## src/rtl/slcd_responder_if.sv

```systemverilog
// slcd_responder_if: SPI pins plus buffer read port and status pulses of the serial LCD responder.
// Revision 1.0
`default_nettype none

interface slcd_responder_if #(
  parameter int AW = 5
);
  logic          ss;
  logic          sclk;
  logic          mosi;
  logic          miso;
  logic [7:0]    rxdata;
  logic          rxvalid;
  logic [AW-1:0] rdaddr;
  logic [7:0]    rddata;
  logic [AW-1:0] cursor;
  logic          clrdone;
  logic          rstdone;
  logic          seqerr;

  modport master (
    output ss, sclk, mosi, rdaddr,
    input  miso, rxdata, rxvalid, rddata, cursor, clrdone, rstdone, seqerr
  );

  modport slave (
    input  ss, sclk, mosi, rdaddr,
    output miso, rxdata, rxvalid, rddata, cursor, clrdone, rstdone, seqerr
  );
endinterface

`default_nettype wire

```

## src/rtl/slcd_responder.sv

```systemverilog
// slcd_responder: SPI-slave serial LCD model with escape decoder and ROWS x COLS character buffer.
// Optional MISO echo of the previous byte with SLCD_RESPONDER_MISO_EN. Revision 1.0
`default_nettype none

module slcd_responder #(
  parameter int ROWS        = 2,
  parameter int COLS        = 16,
  parameter int SYNC_STAGES = 2
) (
  input  wire logic     CLK,
  input  wire logic     RSTN,
  slcd_responder_if.slave bus
);
  localparam int DEPTH = ROWS * COLS;
  localparam int AW    = (DEPTH > 1) ? $clog2(DEPTH) : 1;

  typedef enum logic [2:0] {
    S_IDLE,
    S_ESC,
    S_BRKT,
    S_PARAM,
    S_CLEAR
  } state_t;

  logic [SYNC_STAGES-1:0] ss_sync;
  logic [SYNC_STAGES-1:0] sclk_sync;
  logic [SYNC_STAGES-1:0] mosi_sync;
  logic                   sclk_prev;
  logic                   ss_s;
  logic                   sclk_s;
  logic                   mosi_s;
  logic                   sclk_rise;

  logic [2:0]    bit_cnt;
  logic [7:0]    shreg;
  logic [7:0]    rx_byte;
  logic          rx_pulse;

  state_t        state;
  logic [AW-1:0] cursor;
  logic [AW-1:0] clr_addr;
  logic          silent;
  logic          clr_is_rst;
  logic [6:0]    p0;
  logic [6:0]    p1;
  logic          semi;
  logic          pend;
  logic [7:0]    pend_data;
  logic          clr_done;
  logic          rst_done;
  logic          seq_err;

  logic          have_byte;
  logic [7:0]    cur_byte;
  logic          is_print;
  logic          is_digit;
  logic [AW-1:0] cursor_next;
  logic [AW-1:0] goto_addr;
  logic          goto_ok;

  logic          we;
  logic [AW-1:0] waddr;
  logic [7:0]    wdata;
  logic [7:0]    mem [DEPTH];
  logic [7:0]    rd_q;

  assign ss_s      = ss_sync[SYNC_STAGES-1];
  assign sclk_s    = sclk_sync[SYNC_STAGES-1];
  assign mosi_s    = mosi_sync[SYNC_STAGES-1];
  assign sclk_rise = sclk_s & ~sclk_prev & ~ss_s;

  always_ff @(posedge CLK) begin
    if (!RSTN) begin
      ss_sync   <= '1;
      sclk_sync <= '0;
      mosi_sync <= '0;
      sclk_prev <= 1'b0;
    end else begin
      ss_sync   <= {ss_sync[SYNC_STAGES-2:0], bus.ss};
      sclk_sync <= {sclk_sync[SYNC_STAGES-2:0], bus.sclk};
      mosi_sync <= {mosi_sync[SYNC_STAGES-2:0], bus.mosi};
      sclk_prev <= sclk_s;
    end
  end

  // SS high drops any partial byte; the byte lands one cycle after its 8th edge.
  always_ff @(posedge CLK) begin
    if (!RSTN) begin
      bit_cnt  <= 3'd0;
      shreg    <= 8'h00;
      rx_byte  <= 8'h00;
      rx_pulse <= 1'b0;
    end else begin
      rx_pulse <= 1'b0;
      if (ss_s) begin
        bit_cnt <= 3'd0;
      end else if (sclk_rise) begin
        shreg   <= {shreg[6:0], mosi_s};
        bit_cnt <= bit_cnt + 3'd1;
        if (bit_cnt == 3'd7) begin
          rx_byte  <= {shreg[6:0], mosi_s};
          rx_pulse <= 1'b1;
        end
      end
    end
  end

  function automatic logic [6:0] acc_digit(input logic [6:0] p, input logic [3:0] d);
    logic [10:0] t;
    t = 11'(p) * 11'd10 + 11'(d);
    return (t > 11'd99) ? 7'd99 : t[6:0];
  endfunction

  assign have_byte   = (state != S_CLEAR) && (pend || rx_pulse);
  assign cur_byte    = pend ? pend_data : rx_byte;
  assign is_print    = (cur_byte >= 8'h20) && (cur_byte <= 8'h7E);
  assign is_digit    = (cur_byte >= 8'h30) && (cur_byte <= 8'h39);
  assign cursor_next = (cursor == AW'(DEPTH - 1)) ? '0 : cursor + 1'b1;
  assign goto_ok     = (32'(p0) < ROWS) && (32'(p1) < COLS);
  assign goto_addr   = AW'(32'(p0) * COLS + 32'(p1));

  always_ff @(posedge CLK) begin
    if (!RSTN) begin
      state      <= S_CLEAR;
      silent     <= 1'b1;
      clr_is_rst <= 1'b0;
      clr_addr   <= '0;
      cursor     <= '0;
      p0         <= 7'd0;
      p1         <= 7'd0;
      semi       <= 1'b0;
      pend       <= 1'b0;
      pend_data  <= 8'h00;
      clr_done   <= 1'b0;
      rst_done   <= 1'b0;
      seq_err    <= 1'b0;
    end else begin
      clr_done <= 1'b0;
      rst_done <= 1'b0;
      seq_err  <= 1'b0;

      if (state == S_CLEAR) begin
        if (rx_pulse) begin
          pend      <= 1'b1;
          pend_data <= rx_byte;
        end
      end else if (pend) begin
        if (rx_pulse) pend_data <= rx_byte;
        else          pend      <= 1'b0;
      end

      if (state == S_CLEAR) begin
        if (clr_addr == AW'(DEPTH - 1)) begin
          clr_addr <= '0;
          cursor   <= '0;
          state    <= S_IDLE;
          silent   <= 1'b0;
          if (!silent) begin
            clr_done <= ~clr_is_rst;
            rst_done <= clr_is_rst;
          end
        end else begin
          clr_addr <= clr_addr + 1'b1;
        end
      end else if (have_byte) begin
        if (state == S_IDLE) begin
          if (is_print)                cursor <= cursor_next;
          else if (cur_byte == 8'h1B)  state  <= S_ESC;
        end else if (state == S_ESC) begin
          if (cur_byte == 8'h5B) begin
            state <= S_BRKT;
            p0    <= 7'd0;
            p1    <= 7'd0;
            semi  <= 1'b0;
          end else begin
            seq_err <= 1'b1;
            state   <= S_IDLE;
          end
        end else begin
          if (is_digit) begin
            if (semi) p1 <= acc_digit(p1, cur_byte[3:0]);
            else      p0 <= acc_digit(p0, cur_byte[3:0]);
            state <= S_PARAM;
          end else if (cur_byte == 8'h3B) begin
            if (semi) begin
              seq_err <= 1'b1;
              state   <= S_IDLE;
            end else begin
              semi  <= 1'b1;
              state <= S_PARAM;
            end
          end else if (cur_byte == 8'h6A || cur_byte == 8'h2A) begin
            state      <= S_CLEAR;
            clr_addr   <= '0;
            silent     <= 1'b0;
            clr_is_rst <= (cur_byte == 8'h2A);
          end else if (cur_byte == 8'h48) begin
            if (goto_ok) cursor  <= goto_addr;
            else         seq_err <= 1'b1;
            state <= S_IDLE;
          end else begin
            seq_err <= 1'b1;
            state   <= S_IDLE;
          end
        end
      end
    end
  end

  always_comb begin
    we    = 1'b0;
    waddr = cursor;
    wdata = cur_byte;
    if (state == S_CLEAR) begin
      we    = 1'b1;
      waddr = clr_addr;
      wdata = 8'h20;
    end else if (state == S_IDLE && have_byte && is_print) begin
      we = 1'b1;
    end
  end

  // Read before write: a same-cycle write to the read address returns old data.
  always_ff @(posedge CLK) begin
    if (we) mem[waddr] <= wdata;
    rd_q <= mem[bus.rdaddr];
  end

`ifdef SLCD_RESPONDER_MISO_EN
  logic       ss_prev;
  logic [7:0] tx_sh;
  logic       miso_q;

  // Reload at SS fall and on the falling edge that follows each completed byte.
  always_ff @(posedge CLK) begin
    if (!RSTN) begin
      ss_prev <= 1'b1;
      tx_sh   <= 8'h00;
      miso_q  <= 1'b0;
    end else begin
      ss_prev <= ss_s;
      if (ss_s) begin
        miso_q <= 1'b0;
      end else if (ss_prev || (sclk_prev && !sclk_s && bit_cnt == 3'd0)) begin
        miso_q <= rx_byte[7];
        tx_sh  <= {rx_byte[6:0], 1'b0};
      end else if (sclk_prev && !sclk_s) begin
        miso_q <= tx_sh[7];
        tx_sh  <= {tx_sh[6:0], 1'b0};
      end
    end
  end

  assign bus.miso = miso_q;
`else
  assign bus.miso = 1'b0;
`endif

  assign bus.rxdata  = rx_byte;
  assign bus.rxvalid = rx_pulse;
  assign bus.rddata  = rd_q;
  assign bus.cursor  = cursor;
  assign bus.clrdone = clr_done;
  assign bus.rstdone = rst_done;
  assign bus.seqerr  = seq_err;

endmodule

`default_nettype wire

```

## src/flat_wrapper.sv

```systemverilog
// flat-port wrapper written by rule: the top's interface ports become plain ports
module slcd_responder_flat 
#(
  parameter int ROWS        = 2,
  parameter int COLS        = 16,
  parameter int SYNC_STAGES = 2
)
  (CLK, RSTN, bus_ss, bus_sclk, bus_mosi, bus_rdaddr, bus_miso, bus_rxdata, bus_rxvalid, bus_rddata, bus_cursor, bus_clrdone, bus_rstdone, bus_seqerr);
  slcd_responder_if #(.AW((5))) bus_i ();
  input  wire logic CLK;
  input  wire logic RSTN;
  input wire logic [$bits(bus_i.ss)-1:0] bus_ss;
  input wire logic [$bits(bus_i.sclk)-1:0] bus_sclk;
  input wire logic [$bits(bus_i.mosi)-1:0] bus_mosi;
  input wire logic [$bits(bus_i.rdaddr)-1:0] bus_rdaddr;
  output wire logic [$bits(bus_i.miso)-1:0] bus_miso;
  output wire logic [$bits(bus_i.rxdata)-1:0] bus_rxdata;
  output wire logic [$bits(bus_i.rxvalid)-1:0] bus_rxvalid;
  output wire logic [$bits(bus_i.rddata)-1:0] bus_rddata;
  output wire logic [$bits(bus_i.cursor)-1:0] bus_cursor;
  output wire logic [$bits(bus_i.clrdone)-1:0] bus_clrdone;
  output wire logic [$bits(bus_i.rstdone)-1:0] bus_rstdone;
  output wire logic [$bits(bus_i.seqerr)-1:0] bus_seqerr;
  assign bus_i.ss = bus_ss;
  assign bus_i.sclk = bus_sclk;
  assign bus_i.mosi = bus_mosi;
  assign bus_i.rdaddr = bus_rdaddr;
  assign bus_miso = bus_i.miso;
  assign bus_rxdata = bus_i.rxdata;
  assign bus_rxvalid = bus_i.rxvalid;
  assign bus_rddata = bus_i.rddata;
  assign bus_cursor = bus_i.cursor;
  assign bus_clrdone = bus_i.clrdone;
  assign bus_rstdone = bus_i.rstdone;
  assign bus_seqerr = bus_i.seqerr;
  slcd_responder #(.ROWS(ROWS), .COLS(COLS), .SYNC_STAGES(SYNC_STAGES)) u_core (.CLK(CLK), .RSTN(RSTN), .bus(bus_i));
endmodule
```

## config.mk

```make
export PLATFORM = sky130hd
export DESIGN_NAME = slcd_responder_flat
export DESIGN_NICKNAME = d
export VERILOG_FILES = /design/src/rtl/slcd_responder_if.sv /design/src/rtl/slcd_responder.sv /design/src/flat_wrapper.sv
export SDC_FILE = /design/constraint.sdc
export NUM_CORES = 1
export LEC_CHECK = 0
export ABC_AREA = 1
export CORE_UTILIZATION = 35
export CTS_BUF_LIST = sky130_fd_sc_hd__clkbuf_4
export DETAILED_ROUTE_END_ITERATION = 8
export PLACE_DENSITY = 0.49
export SYNTH_ARGS = -nofsm -noshare
export SYNTH_HDL_FRONTEND = slang
export SYNTH_SLANG_ARGS = --single-unit
```

## constraint.sdc

```tcl
create_clock -name CLK -period 7 [get_ports CLK]
set_input_delay 1.75 -clock CLK [delete_from_list [all_inputs] [get_ports CLK]]
set_output_delay 1.75 -clock CLK [all_outputs]
set_load 0.02 [all_outputs]
```

==> Yosys cells after proc, flatten, opt, wreduce, memory -nomap -nowiden <==
Memory sizes are Yosys's and may differ from the RTL's. A register that Yosys moved wholly into a read port is not among the register bits.
Cells that the tools add are included.
{ "word_totals": {"ff_bits": 68, "ram_bits": 256, "in_bits": 10, "out_inout_bits": 26, "elab_cells": 187, "memories": 1} }
{ "op_classes": {"n_addsub": 6, "n_mul": 2, "magnitude_cmp": 8, "n_eq_ne": 28, "mux": 76, "bitwise_logic": 14, "reduce_logical": 31} }
{ "memory_table": {"columns": ["name", "depth", "width", "rd", "rd_clocked_by_memory_dff", "write_ports", "line", "source"], "rows": [
  ["u_core.mem", 32, 8, 1, 1, 1, "slcd_responder.sv:64", "logic [7:0] mem [DEPTH];"]
]} }
{ "op_table": {"columns": ["operator", "count"], "rows": [
  ["$mux W5", 21],
  ["$mux W7", 9],
  ["$mux W8", 5],
  ["$mux W3", 10],
  ["$mux W1", 29],
  ["$eq A8 B7 Y1 const B", 3],
  ["$reduce_and A6 Y1", 4],
  ["$add A11 B4 Y11", 2],
  ["$gt A11 B7 Y1 const B", 2],
  ["$mul A7 B3 Y10 const B", 2],
  ["$ne A3 B3 Y1 const B", 6],
  ["$eq A8 B6 Y1 const B", 2],
  ["$ge A8 B6 Y1 const B", 2],
  ["$reduce_and A7 Y1", 2],
  ["$ne A2 B2 Y1 const B", 6],
  ["$not A1 Y1", 12],
  ["$reduce_bool A2 Y1", 6],
  ["$add A5 B1 Y5 const B", 2],
  ["$eq A5 B5 Y1 const B", 2],
  ["$reduce_and A9 Y1", 1],
  ["$eq A8 B5 Y1 const B", 1],
  ["$le A8 B6 Y1 const B", 1],
  ["$le A8 B7 Y1 const B", 1],
  ["$reduce_or A4 Y1", 2],
  ["19 further kinds", 32]
]} }

==> Depth between registers and ports, before layout <==
{ "depth": {"depth_word": 11, "ltp_mapped": 17, "ltp_nobuf": 17} }

==> Least setup slack after synthesis <==
No wires, ideal clock.
{ "synth_path": {"path_kind": "in2reg", "start": "input bus_rdaddr[0]", "end": "register u_core.rd_q[1] (netlist: u_core.bus.rddata[1]), read port of u_core.mem", "setup_time_ns": 0.078, "arrival_time_ns": 2.966, "required_time_ns": 6.922, "setup_slack_ns": 3.956, "stages": 8, "path_buffers": 3, "cell_sequence": "clkbuf_1 inv_1 clkbuf_1 clkbuf_1 nor2_1 o221ai_1 nand3_1 a32oi_1"} }
{ "synth_rtl": {"columns": ["element", "line", "source"], "rows": [
  ["from (decl)", "flat_wrapper.sv:15", "input wire logic [$bits(bus_i.rdaddr)-1:0] bus_rdaddr;"],
  ["to (decl)", "slcd_responder.sv:65", "logic [7:0] rd_q;"]
]} }

==> summary.txt <==
Run status
  – Status: finished clean

Critical path
  – R2R cell count: 10
  – Critical path type: in -> reg
  – Max FO, Critical Path: 63
  – WP data required: 7.62 ns
  – Critical path capture point type: register
  – R2R Setup Slk: between 3 and 4 ns
  – Worst Path Arrival: 4.46 ns
  – Crit path launch type: primary input
  – R2R Path Start: u_core.pend
  – FF-to-FF End: u_core.mem[14][5]

Clock tree
  – Post-cts resize count: 0
  – Post-CTS Setup Repair Bufs: 0
  – CTS max path bufs: 3
  – CTS Buf Count: 90
  – Clk_lat worst skew: 0.76 ns
  – Clock Sinks: about 330
  – Hold_buf cts: 0
  – CTS Root Cell: clkbuf_4
  – H-Tree Depth: 3
  – CTS tree: built
  – Clk slew on worst S/H paths: 0.06 ns

Floorplanning
  – Core Footprint: 41,110 µm²
  – Initial Util: 0.3568
  – DIE WIDTH: 206.7 µm
  – FP Rows: 74
  – Die Y: 206.7 µm
  – IO Pins: 36
  – Full die area: about 43,000 µm²

Detailed routing
  – Total wire length: about 39,000 µm
  – Drt via density: 5.134
  – DRC viols: 0
  – Routed length per placed instance: 18.76 µm
  – DR pass1 iterations: 7
  – DRT antenna net count: 0
  – Starting DRT DRC Count: slightly above 700
  – Routed vias: between 10,000 and 15,000

Pwr
  – Worst VDD drop: 0.1045 mV
  – Pwr per Cell Area: 244.1 nW/µm²
  – Leakage: around 6.3 nW
  – Total power: 4.081 mW

STA
  – Fmax: between 200 and 300 MHz
  – Fin. max-slew vios: 0
  – Hold Fails Final Rpt: 0
  – Worst hold slack: 0.4128 ns
  – Final Setup Violations: 0
  – Min Tclk post-route: 3.843 ns
  – Setup TNS: 0 ns
  – Clk_skew: 0.05849 ns
  – Relative slew slack: 0.1782
  – Fin crit share: 0.5490
  – RSZ-0062 raised after global routing: no
  – Worst-Margin Slew: around 1.2 ns

Yosys
  – Avg Cell Area, Syn: 10.35 µm²
  – Post-synth EDFFs: 256
  – Synth Flop Type: edfxtp_1
  – YS warnings: 0
  – Cell area after synthesis: 14,670 µm²
  – Syn_nets: roughly 1,500
  – Synthesis-stage register bit count: roughly 330
  – Cells after synthesis: 1,417
  – Post-synthesis async set-or-reset flop share: 0
  – Register area share after synthesis: 0.6278
  – Synth unique cells: 46

Cells and area
  – Fin nets: 1,539
  – Design Area, Final: between 15,000 and 20,000 µm²
  – Most frequent cells in the layout: 256 x edfxtp_1, 237 x nor2_1, 200 x nand2_1
  – P&R area growth vs syn: 13.99%
  – Commonest non-fill, non-tap cell in the layout: edfxtp_1
  – Layout cells sized above 1: 0.1293

Global route
  – Initial antenna violation count: 1
  – Overall routing resource usage: 0.1890
  – Vias in the first global route: 10,340
  – First-pass GRT wire length: between 60,000 and 70,000 µm
  – Total gr overflow: 0
  – Largest net degree at the start of global routing: 68

Place
  – GP Congestion: 0.7878
  – Number of buffers added on ports: 34
  – Post-detail-place hpwl: between 20,000 and 25,000 µm
  – Area after DPL: 15,530 µm²

Min path
  – Hold Path Class: reg -> reg
  – Hold_sp: u_core.ss_sync[0]
  – Sink of the worst hold path: u_core.ss_sync[1]
  – Hold path cells: 1

Flow run
  – Max-cap viol count: 0
-- metal layers --
layer  vias to the layer above  track usage  share of wire  wire [µm]
met5                         -            0              0          0
met4                         0      0.07351          0.026       1007
met1                      5146       0.2584           0.46      18090
li1                       5237            -              -          -
met3                        60      0.04349          0.061       2411
met2                       312       0.2904           0.45      17790
-- cell families (layout without fill, tap and decap cells) --
| logic type | after synthesis | after routing | share of synthesized area |
|---|---|---|---|
| AND/OR/NAND/NOR | 569 | 569 | 0.1667 |
| flip-flops | 332 | 332 | 0.6278 |
| AO/OA/AOI/OAI | 306 | 306 | 0.1255 |
| buffers and inverters | 168 | 313 | 0.04402 |
| adder cells (fa/ha/maj) | 36 | 36 | 0.03276 |
| XOR/XNOR | 5 | 5 | 0.002986 |
| other | 1 | 2 | 0.0002557 |
-- layout make-up --
cell class	count	area (µm²)
fillers	4063	24390
flip-flops and latches	332	9209
multi-input cells	917	4816
clock buffers	145	1089
well taps	532	665.6
repair buffers	50	452.9
inverters	102	384.1
clock inverters	16	101.3
diodes	1	2.502
-- Yosys cell counts (2+ instances only) --
| cell type | n | area (µm²) |
|---|---|---|
| nand3_1 | 74 | 370.4 |
| xor2_1 | 3 | 26.28 |
| fa_1 | 4 | 80.08 |
| nand3b_1 | 8 | 60.06 |
| buf_1 | 2 | 7.510 |
| o21ai_0 | 163 | 815.8 |
| clkbuf_1 | 59 | 221.5 |
| nor2_2 | 2 | 12.51 |
| o22ai_1 | 9 | 56.30 |
| nor3_1 | 3 | 15.01 |
| nand2_4 | 4 | 45.04 |
| dfxtp_1 | 76 | 1521 |
| ha_1 | 32 | 400.4 |
| nand2_1 | 201 | 754.5 |
| a31oi_1 | 9 | 56.30 |
| buf_2 | 3 | 15.01 |
| edfxtp_1 | 256 | 7687 |
| nand3_4 | 2 | 35.03 |
| a32oi_1 | 8 | 70.07 |
| nand2_2 | 6 | 37.54 |
| a22o_1 | 2 | 17.52 |
| o211ai_1 | 2 | 15.01 |
| a32o_1 | 3 | 30.03 |
| nand4_1 | 15 | 93.84 |
| or2_2 | 7 | 43.79 |
| o21ai_1 | 4 | 20.02 |
| nor2_1 | 237 | 889.6 |
| nor4_1 | 4 | 25.02 |
| inv_2 | 6 | 22.52 |
| xnor2_1 | 2 | 17.52 |
| a21oi_1 | 46 | 230.2 |
| o221ai_1 | 56 | 490.5 |
| inv_1 | 96 | 360.4 |
-- worst max-delay path, cell delays in order --
cell and delay (ns):
buf_4 0.51, clkinv_2 0.84, buf_4 0.53, o21ai_0 0.19
o22ai_1 0.08, o21ai_0 0.41, a32oi_1 0.12
-- flip-flops by register name, summed over array words and instances, names as in the netlist, 2 cells and up --
register / cells
u_core.state: 3
u_core.shreg: 7
u_core.mem: 256
u_core.sclk_sync: 2
u_core.ss_sync: 2
u_core.bit_cnt: 3
u_core.bus.rddata: 8
u_core.clr_addr: 5
u_core.bus.rxdata: 8
u_core.p0: 7
u_core.bus.cursor: 5
u_core.p1: 7
u_core.pend_data: 8
u_core.mosi_sync: 2
-- worst max-delay path by stage --
stage                       start  cells after the start                   end
floorplan           bus_rdaddr[0]                      8  u_core.bus.rddata[1]
global placement    bus_rdaddr[0]                      9  u_core.bus.rddata[7]
detailed placement  bus_rdaddr[0]                      7  u_core.bus.rddata[0]
CTS                 bus_rdaddr[0]                      7  u_core.bus.rddata[0]
global route        bus_rdaddr[0]                      7  u_core.bus.rddata[4]
finish              bus_rdaddr[0]                      7  u_core.bus.rddata[0]
-- through the flow --
step	setup WS [ns]	instances	util
2_1_floorplan	3.956	1417	-
3_3_place_gp	2.472	1933	0.3777
3_5_place_dp	2.449	1933	0.3777
4_1_cts	3.266	2094	0.4067
5_1_grt	3.018	2095	0.4067
6_report	3.157	2095	0.4067
-- report_power, final --
part           total, mW  internal [mW]  switching (mW)
Sequential          2.13           2.12          0.0109
Combinational      0.189         0.0533           0.135
Clock               1.76          0.970           0.790
Total               4.08           3.14           0.936
No activity file was read; power rests on OpenSTA's default activity.
